==> config.mk <==
export PLATFORM = sky130hd
export DESIGN_NAME = multicycle_controller
export DESIGN_NICKNAME = d
export VERILOG_FILES = /design/src/rtl/multicycle_controller.sv
export SDC_FILE = /design/constraint.sdc
export NUM_CORES = 1
export LEC_CHECK = 0
export CAP_MARGIN = 20
export CORE_MARGIN = 5
export CORE_UTILIZATION = 32
export CTS_CLUSTER_DIAMETER = 60
export DETAILED_ROUTE_END_ITERATION = 10
export PLACE_DENSITY = 0.79
export SLEW_MARGIN = 15
export SYNTH_ARGS = -nofsm -noshare
export SYNTH_HDL_FRONTEND = slang
export SYNTH_SLANG_ARGS = --single-unit
==> constraint.sdc <==
create_clock -name clk -period 1.7 [get_ports clk]
set_input_delay 0.17 -clock clk [delete_from_list [all_inputs] [get_ports clk]]
set_output_delay 0.17 -clock clk [all_outputs]
set_load 0.01 [all_outputs]
==> src/rtl/multicycle_controller.sv <==
// Multicycle sequencer for the Redux-V core.
// Walks one instruction at a time through FETCH/DECODE/EXEC/MEM/WB and drives the per-cycle
// strobes (IR latch, PC update, register-file write, memory requests) for the datapath.
// Every output is decoded combinationally from the registered state, plus the memory acks,
// opcode and zero flag where a state needs them.
// Optional feature: define MC_PERF_EN to build the cycle and retired-instruction counters;
// without it cycle_cnt and instr_cnt are tied to zero and no counter logic exists.
module multicycle_controller #(
    // Cycles a memory request may wait unacknowledged before ERR; 0 disables the timeout
    parameter int unsigned WAIT_MAX = 15,
    // Width of the performance counters
    parameter int unsigned CNT_W    = 32
) (
    input  logic             clk,
    input  logic             rst_n,
    input  logic [3:0]       opcode,
    input  logic             zero,
    input  logic             imem_ack,
    input  logic             dmem_ack,
    output logic             imem_req,
    output logic             ir_we,
    output logic             dmem_req,
    output logic             dmem_we,
    output logic             rf_we,
    output logic             pc_we,
    output logic [1:0]       pc_sel,
    output logic             retire,
    output logic [2:0]       state,
    output logic             err,
    output logic [CNT_W-1:0] cycle_cnt,
    output logic [CNT_W-1:0] instr_cnt
);

    // Encodings are visible on the debug port, so they are pinned explicitly
    typedef enum logic [2:0] {
        StIdle   = 3'd0,
        StFetch  = 3'd1,
        StDecode = 3'd2,
        StExec   = 3'd3,
        StMem    = 3'd4,
        StWb     = 3'd5,
        StErr    = 3'd7
    } state_e;

    // PC source selects
    localparam logic [1:0] PcSelInc    = 2'b00;
    localparam logic [1:0] PcSelBranch = 2'b01;
    localparam logic [1:0] PcSelJump   = 2'b10;

    // Opcode classes that EXEC cares about; everything from 0100 up is ALU/immediate
    localparam logic [3:0] OpBranch = 4'b0000;
    localparam logic [3:0] OpJump   = 4'b0001;
    localparam logic [3:0] OpLoad   = 4'b0010;
    localparam logic [3:0] OpStore  = 4'b0011;

    // Wait counter only has to reach WAIT_MAX; keep at least one bit when the timeout is off
    localparam int unsigned       WaitW     = (WAIT_MAX > 0) ? $clog2(WAIT_MAX + 1) : 1;
    localparam logic [WaitW-1:0]  WaitMax   = WaitW'(WAIT_MAX);
    localparam bit                TimeoutEn = (WAIT_MAX != 0);

    state_e             state_q, state_d;
    logic [WaitW-1:0]   wait_q, wait_d;

    logic               is_store;
    logic               req_active;
    logic               req_ack;
    logic               timeout;

    // Store vs load is decided from the opcode still held in the IR during MEM
    assign is_store = (opcode == OpStore);

    // A memory request is outstanding in FETCH (instruction side) and MEM (data side)
    always_comb begin
        req_active = 1'b0;
        req_ack    = 1'b0;
        unique case (state_q)
            StFetch: begin
                req_active = 1'b1;
                req_ack    = imem_ack;
            end
            StMem: begin
                req_active = 1'b1;
                req_ack    = dmem_ack;
            end
            default: begin
                req_active = 1'b0;
                req_ack    = 1'b0;
            end
        endcase
    end

    // Timeout fires only when the budget is exhausted and the ack is still missing;
    // an ack in that very cycle wins
    assign timeout = TimeoutEn && req_active && !req_ack && (wait_q == WaitMax);

    // Wait counter: counts unacked request cycles, zero everywhere else so that entry into
    // FETCH/MEM always starts from a clean count
    always_comb begin
        wait_d = '0;
        if (req_active && !req_ack && !timeout && TimeoutEn) begin
            wait_d = wait_q + WaitW'(1);
        end
    end

    // Next-state and strobe decode
    always_comb begin
        state_d  = state_q;
        imem_req = 1'b0;
        ir_we    = 1'b0;
        dmem_req = 1'b0;
        dmem_we  = 1'b0;
        rf_we    = 1'b0;
        pc_we    = 1'b0;
        pc_sel   = PcSelInc;
        retire   = 1'b0;

        unique case (state_q)
            StIdle: begin
                state_d = StFetch;
            end

            StFetch: begin
                imem_req = 1'b1;
                ir_we    = imem_ack;
                if (imem_ack) begin
                    state_d = StDecode;
                end else if (timeout) begin
                    state_d = StErr;
                end
            end

            StDecode: begin
                state_d = StExec;
            end

            StExec: begin
                case (opcode)
                    OpBranch: begin
                        pc_we   = 1'b1;
                        pc_sel  = zero ? PcSelBranch : PcSelInc;
                        retire  = 1'b1;
                        state_d = StFetch;
                    end
                    OpJump: begin
                        pc_we   = 1'b1;
                        pc_sel  = PcSelJump;
                        retire  = 1'b1;
                        state_d = StFetch;
                    end
                    OpLoad, OpStore: begin
                        // Address is formed this cycle; memory access follows
                        state_d = StMem;
                    end
                    default: begin
                        rf_we   = 1'b1;
                        pc_we   = 1'b1;
                        pc_sel  = PcSelInc;
                        retire  = 1'b1;
                        state_d = StFetch;
                    end
                endcase
            end

            StMem: begin
                dmem_req = 1'b1;
                dmem_we  = is_store;
                if (dmem_ack) begin
                    if (is_store) begin
                        // Store completes in its ack cycle; no write-back needed
                        pc_we   = 1'b1;
                        pc_sel  = PcSelInc;
                        retire  = 1'b1;
                        state_d = StFetch;
                    end else begin
                        state_d = StWb;
                    end
                end else if (timeout) begin
                    state_d = StErr;
                end
            end

            StWb: begin
                rf_we   = 1'b1;
                pc_we   = 1'b1;
                pc_sel  = PcSelInc;
                retire  = 1'b1;
                state_d = StFetch;
            end

            StErr: begin
                // Parked until reset; all strobes stay at their defaults
                state_d = StErr;
            end

            default: begin
                // Unused encoding: treat as a fault rather than silently resuming
                state_d = StErr;
            end
        endcase
    end

    // State and wait-counter registers
    always_ff @(posedge clk or negedge rst_n) begin
        if (!rst_n) begin
            state_q <= StIdle;
            wait_q  <= '0;
        end else begin
            state_q <= state_d;
            wait_q  <= wait_d;
        end
    end

    // Debug and error outputs follow the registered state directly
    assign state = state_q;
    assign err   = (state_q == StErr);

`ifdef MC_PERF_EN
    logic [CNT_W-1:0] cycle_cnt_q, cycle_cnt_d;
    logic [CNT_W-1:0] instr_cnt_q, instr_cnt_d;

    // Counters advance every cycle / every retire, and freeze once the core has faulted
    always_comb begin
        cycle_cnt_d = cycle_cnt_q;
        instr_cnt_d = instr_cnt_q;
        if (state_q != StErr) begin
            cycle_cnt_d = cycle_cnt_q + CNT_W'(1);
            if (retire) begin
                instr_cnt_d = instr_cnt_q + CNT_W'(1);
            end
        end
    end

    // Performance counter registers
    always_ff @(posedge clk or negedge rst_n) begin
        if (!rst_n) begin
            cycle_cnt_q <= '0;
            instr_cnt_q <= '0;
        end else begin
            cycle_cnt_q <= cycle_cnt_d;
            instr_cnt_q <= instr_cnt_d;
        end
    end

    assign cycle_cnt = cycle_cnt_q;
    assign instr_cnt = instr_cnt_q;
`else
    assign cycle_cnt = '0;
    assign instr_cnt = '0;
`endif

endmodule

## Word-level counts from Yosys, hierarchy flattened

Cells that the tools add are included.
W data, S select, Z words.

- Word-level logic and storage cells: 46
- Bits in read-only memories: 0
- Output and inout bits: 77
- Latch bits: 0
- Memories: 0
- Register bits: 7
- Memory bits (writable): 0
- Input bits: 9

- Equal/unequal tests: 10
- Order comparisons: 0
- $mul: 0
- Add/sub/neg operators: 1
- Shift-type cells: 0
- Bitwise operators: 0
- Muxes and demuxes: 22
- Reductions and logical operators: 11
- Div/mod/pow operators: 0

Operators by type and width:

| cell | count |
|---|---|
| $mux W3 | 5 |
| $pmux W3 S5 | 1 |
| $mux W1 | 10 |
| $eq A3 B3 Y1 const B | 3 |
| $eq A4 B2 Y1 const B | 2 |
| $eq A3 B2 Y1 const B | 2 |
| $reduce_or A2 Y1 | 3 |
| $add A4 B1 Y4 const B | 1 |
| $eq A4 B1 Y1 const B | 1 |
| $eq A4 B4 Y1 const B | 1 |
| $logic_not A4 Y1 | 1 |
| $mux W4 | 1 |
| $pmux W1 S2 | 2 |
| $pmux W2 S2 | 1 |
| $reduce_or A4 Y1 | 1 |
| $eq A3 B1 Y1 const B | 1 |
| $logic_and A1 B1 Y1 | 3 |
| $logic_not A3 Y1 | 1 |
| $pmux W1 S3 | 1 |
| $logic_not A1 Y1 | 2 |
| $mux W2 | 1 |

## Logic depth before layout (Yosys ltp)

- Word-level depth: 8
- Gate-level depth with buffers: 4
- Gate-level depth less buffers: 4

## Worst setup path after synthesis

OpenSTA, ideal clock, no wires.

- Kind: reg2out
- Start point: register state_q[2] (netlist: state[2])
- End point: output retire
- Path slack: 0.147 ns
- Arrival: 1.383 ns
- Data required time: 1.530 ns
- Cell stages (with the launch flop): 4
- Buffers on the path: 1
- Cell sequence: dfrtp_1 -> nand2b_1 -> o32ai_1 -> buf_4

- Longest elaborated chain between the ends: 2
- Elaborated cells between the ends (all ways): 4
- Classes of those cells: eq/ne (3); mux (1)

RTL lines:

| what | RTL line | RTL |
|---|---|---|
| start: declaration | 61 | `state_e state_q, state_d;` |
| start signal: assignment | 205 | `state_q <= StIdle;` |
| start signal: assignment | 208 | `state_q <= state_d;` |
| $eq A3 B3 Y1 / $eq A3 B2 Y1 (equally long branches) | -- |  |
| $pmux W1 S3 * | -- |  |
| end: declaration | 27 | `output logic retire,` |

Every way passes the cells marked *; elsewhere a longest branch is shown, timed or not.

## Final worst setup path

- Start point: register state_q[0] (netlist: state[0])
- End point: output err

- Longest elaborated chain between the ends: 1

RTL lines:

| what | RTL line | RTL |
|---|---|---|
| $eq A3 B3 Y1 | 215 | `assign err = (state_q == StErr);` |
| end: declaration | 29 | `output logic err,` |

No other way between the ends.

==> impl_metrics.yaml <==
clock_tree:
  cts_buffers: 3
  cts_tree: "built"
  cts_buffer_depth: 2
  path_clk_slew_ns: 0.05
  hold_buffers: 0
  root_buffer: "clkbuf_4"
  cts.sinks: 7
  htree_num_levels: 1
  clock_latency_ns: 0.25
global_routing:
  grt_pass1_vias: 634
  grt_pass1_wl_microns: 2530
  grtUsageTotal: 0.0763
  grt_max_degree: 8
  grt_overflow: 0
  antenna_found_initial: 0
critical_path:
  crit_path_end_kind: "primary output"
  path_max_fanout: 4
  worstSetupStartpointType: "flop"
  path_class: "reg -> out"
  worstPathRequired_ns: 1.53
  crit_arrival_ns: 1.47
run:
  cap_violations: 0
final_layout:
  multi_input_area_sq_um: 592
  nets: 172
  drive_above_1_share: 0.255
  syn2layout_area_growth_pct: 18.5
  regArea_sq_um: 178
  antenna_cells: 0
  num-fill-cells: 327
  final_util: 0.394
die:
  fp-row-count: 20
  design.die.area_sq_um: 4400
  io_pins: 86
  die_w_microns: 66.3
  core_sq_um: 3050
  die_y_microns: 66.3
  initial_core_util: 0.333
power_and_ir_drop:
  powerDensity_nw_per_um2: 1010
  ir_worst_vdd_uv: 250
  total_power_w: 0.00122
  p_leak_nw: 0.661
synth:
  yosys.cell_types.count: 30
  synth_seq_area_share: 0.172
  yosys_warnings: 0
  syn_area_sq_um: 1020
  synth_area_leader_cell: "buf_4"
  synth_top_cell_area_share: 0.480
  synth_area_leaders: "buf_4 48%, dfrtp_1 17%, nor3b_4 5.5%"
  avgSynthCellArea_sq_um: 8.54
  ys_ff_latch: 7
  synthCells: 119
route:
  ant_nets: 0
  dr.pass1.iters: 3
  drc: 0
  vias: 740
  drtIter0Drc: 35
  wl_microns: 1850
  via_per_inst: 3.61
  wl_per_cell_microns: 9.03
min_path:
  hold_path_class: "in -> async"
sta:
  skew_ns: 0.00190
  fin_setup_tns_ns: 0
  hold_viol: 0
  slew_violations: 0
  fin_crit_sh: 0.967
  layout_min_cycle_time_ns: 1.64
  grt_setup_unrepaired: "no"
  setup_viol: 0
  max_freq_mhz: 608
run_status:
  status: "finished, final reports clean"
placement:
  portBuffers: 21
  place_congestion: 0.888
  dp.final_hpwl_microns: 1610
kinds of logic (layout without fill, tap and decap cells):
group                      count (synthesis)  in the layout  synth area share
AOI/OAI and AO/OA                         13             13            0.0961
xor gates and xnor gates                   2              2            0.0172
adders and majority gates                  1              1            0.0123
buffers and inverters                     69             48             0.498
DFF                                        7              7             0.172
other                                      1             64           0.00369
and+or+nand+nor                           26             26             0.201
area by class of cell:
| cell class | instances | area share |
|---|---|---|
| clock buffers | 4 | 0.0218 |
| inverters | 2 | 0.00624 |
| multi-input cells | 106 | 0.492 |
| flip-flops and latches | 7 | 0.148 |
| well taps | 44 | 0.0457 |
| repair buffers | 42 | 0.287 |
final timing paths:
| kind | cells after the start | to | slack [ns] | startpoint |
|---|---|---|---|---|
| setup / recovery | 3 | err | 0.06 | state[0]$_DFF_PN0_ |
| min in group clk | 1 | wait_q[0]$_DFF_PN0_ | 0.45 | wait_q[0]$_DFF_PN0_ |
| max in group asynchronous | 1 | state[2]$_DFF_PN0_ | 1.28 | rst_n |
| hold reg to reg | 1 | wait_q[0]$_DFF_PN0_ | 0.45 | wait_q[0]$_DFF_PN0_ |
| hold / removal | 1 | wait_q[3]$_DFF_PN0_ | 0.17 | rst_n |
| setup reg to reg | 5 | state[2]$_DFF_PN0_ | 0.27 | state[0]$_DFF_PN0_ |
registers in the layout (all words and copies together), names as in the netlist:
| name | cells |
|---|---|
| state | 3 |
| wait_q | 4 |
where the power goes:
group | leakage [nW] | internal (W) | switching (W) | total (W)
clock network | 0.0150 | 0.0000892 | 0.0000550 | 0.000144
logic | 0.556 | 0.000429 | 0.000389 | 0.000818
registers | 0.0893 | 0.000213 | 0.0000435 | 0.000256
critical path, stage by stage (launching register included):
cell	delay, ns
dfrtp_1	0.39
buf_4	0.15
and3_1	0.15
clkdlybuf4s50_1	0.54
synth_stat cells (all sizes together):
library cell	count
nand2	1
o221ai	1
and3	5
o311ai	1
nor3b	4
xor2	1
nand3	2
o211ai	2
nor2b	1
a21oi	3
and4bb	2
a31oi	1
o32ai	1
o21ai	4
ha	1
buf	67
nor4bb	1
and2	1
and4b	1
xnor2	1
nand2b	2
dfrtp	7
nor2	6
inv	2
conb	1
layer usage:
metal / share of wire / GRT usage / wire length [microns] / vias up
met3: 0.14 / 0.0255 / 251 / 4
met4: 0.015 / 0.0457 / 28 / 0
met2: 0.49 / 0.136 / 914 / 50
li1: - / - / - / 354
met1: 0.35 / 0.0754 / 657 / 332
met5: 0 / 0 / 0 / -
per-stage QoR:
step / worst slack, ns / cell area (sq um) / cells / hold WS (ns)
floorplan: 0.147 / 1250 / 182 / -0.126
global route: 0.00108 / 1200 / 205 / 0.208
finish: 0.0564 / 1200 / 205 / 0.173
CTS: 0.00319 / 1200 / 204 / 0.178
global placement: -0.269 / 1140 / 196 / 0.440
detailed placement: -0.276 / 1140 / 196 / 0.450
timing repair:
action | 4_1_cts | 5_1_grt
buffers inserted | 4 | 1
gates cloned | 0 | 0
endpoints found under the setup margin | 10 | 6
gates resized for setup | 13 | 8
cells in the final DEF (no fill, tap or decap), drive strengths merged:
master / instances
conb: 64
buf: 21
clkdlybuf4s50: 12
dfrtp: 7
clkbuf: 7
dlygate4sd2: 6
nor2: 6
and3: 5
nor3b: 4
o21ai: 4
a21oi: 3
and4bb: 2
inv: 2
nand3: 2
nand2b: 2
o211ai: 2
and4b: 1
a31oi: 1
o32ai: 1
nor2b: 1
o221ai: 1
nor4bb: 1
o311ai: 1
and2: 1
xnor2: 1
nand2: 1
xor2: 1
ha: 1
Note: power is estimated with default switching activity, not from simulation.
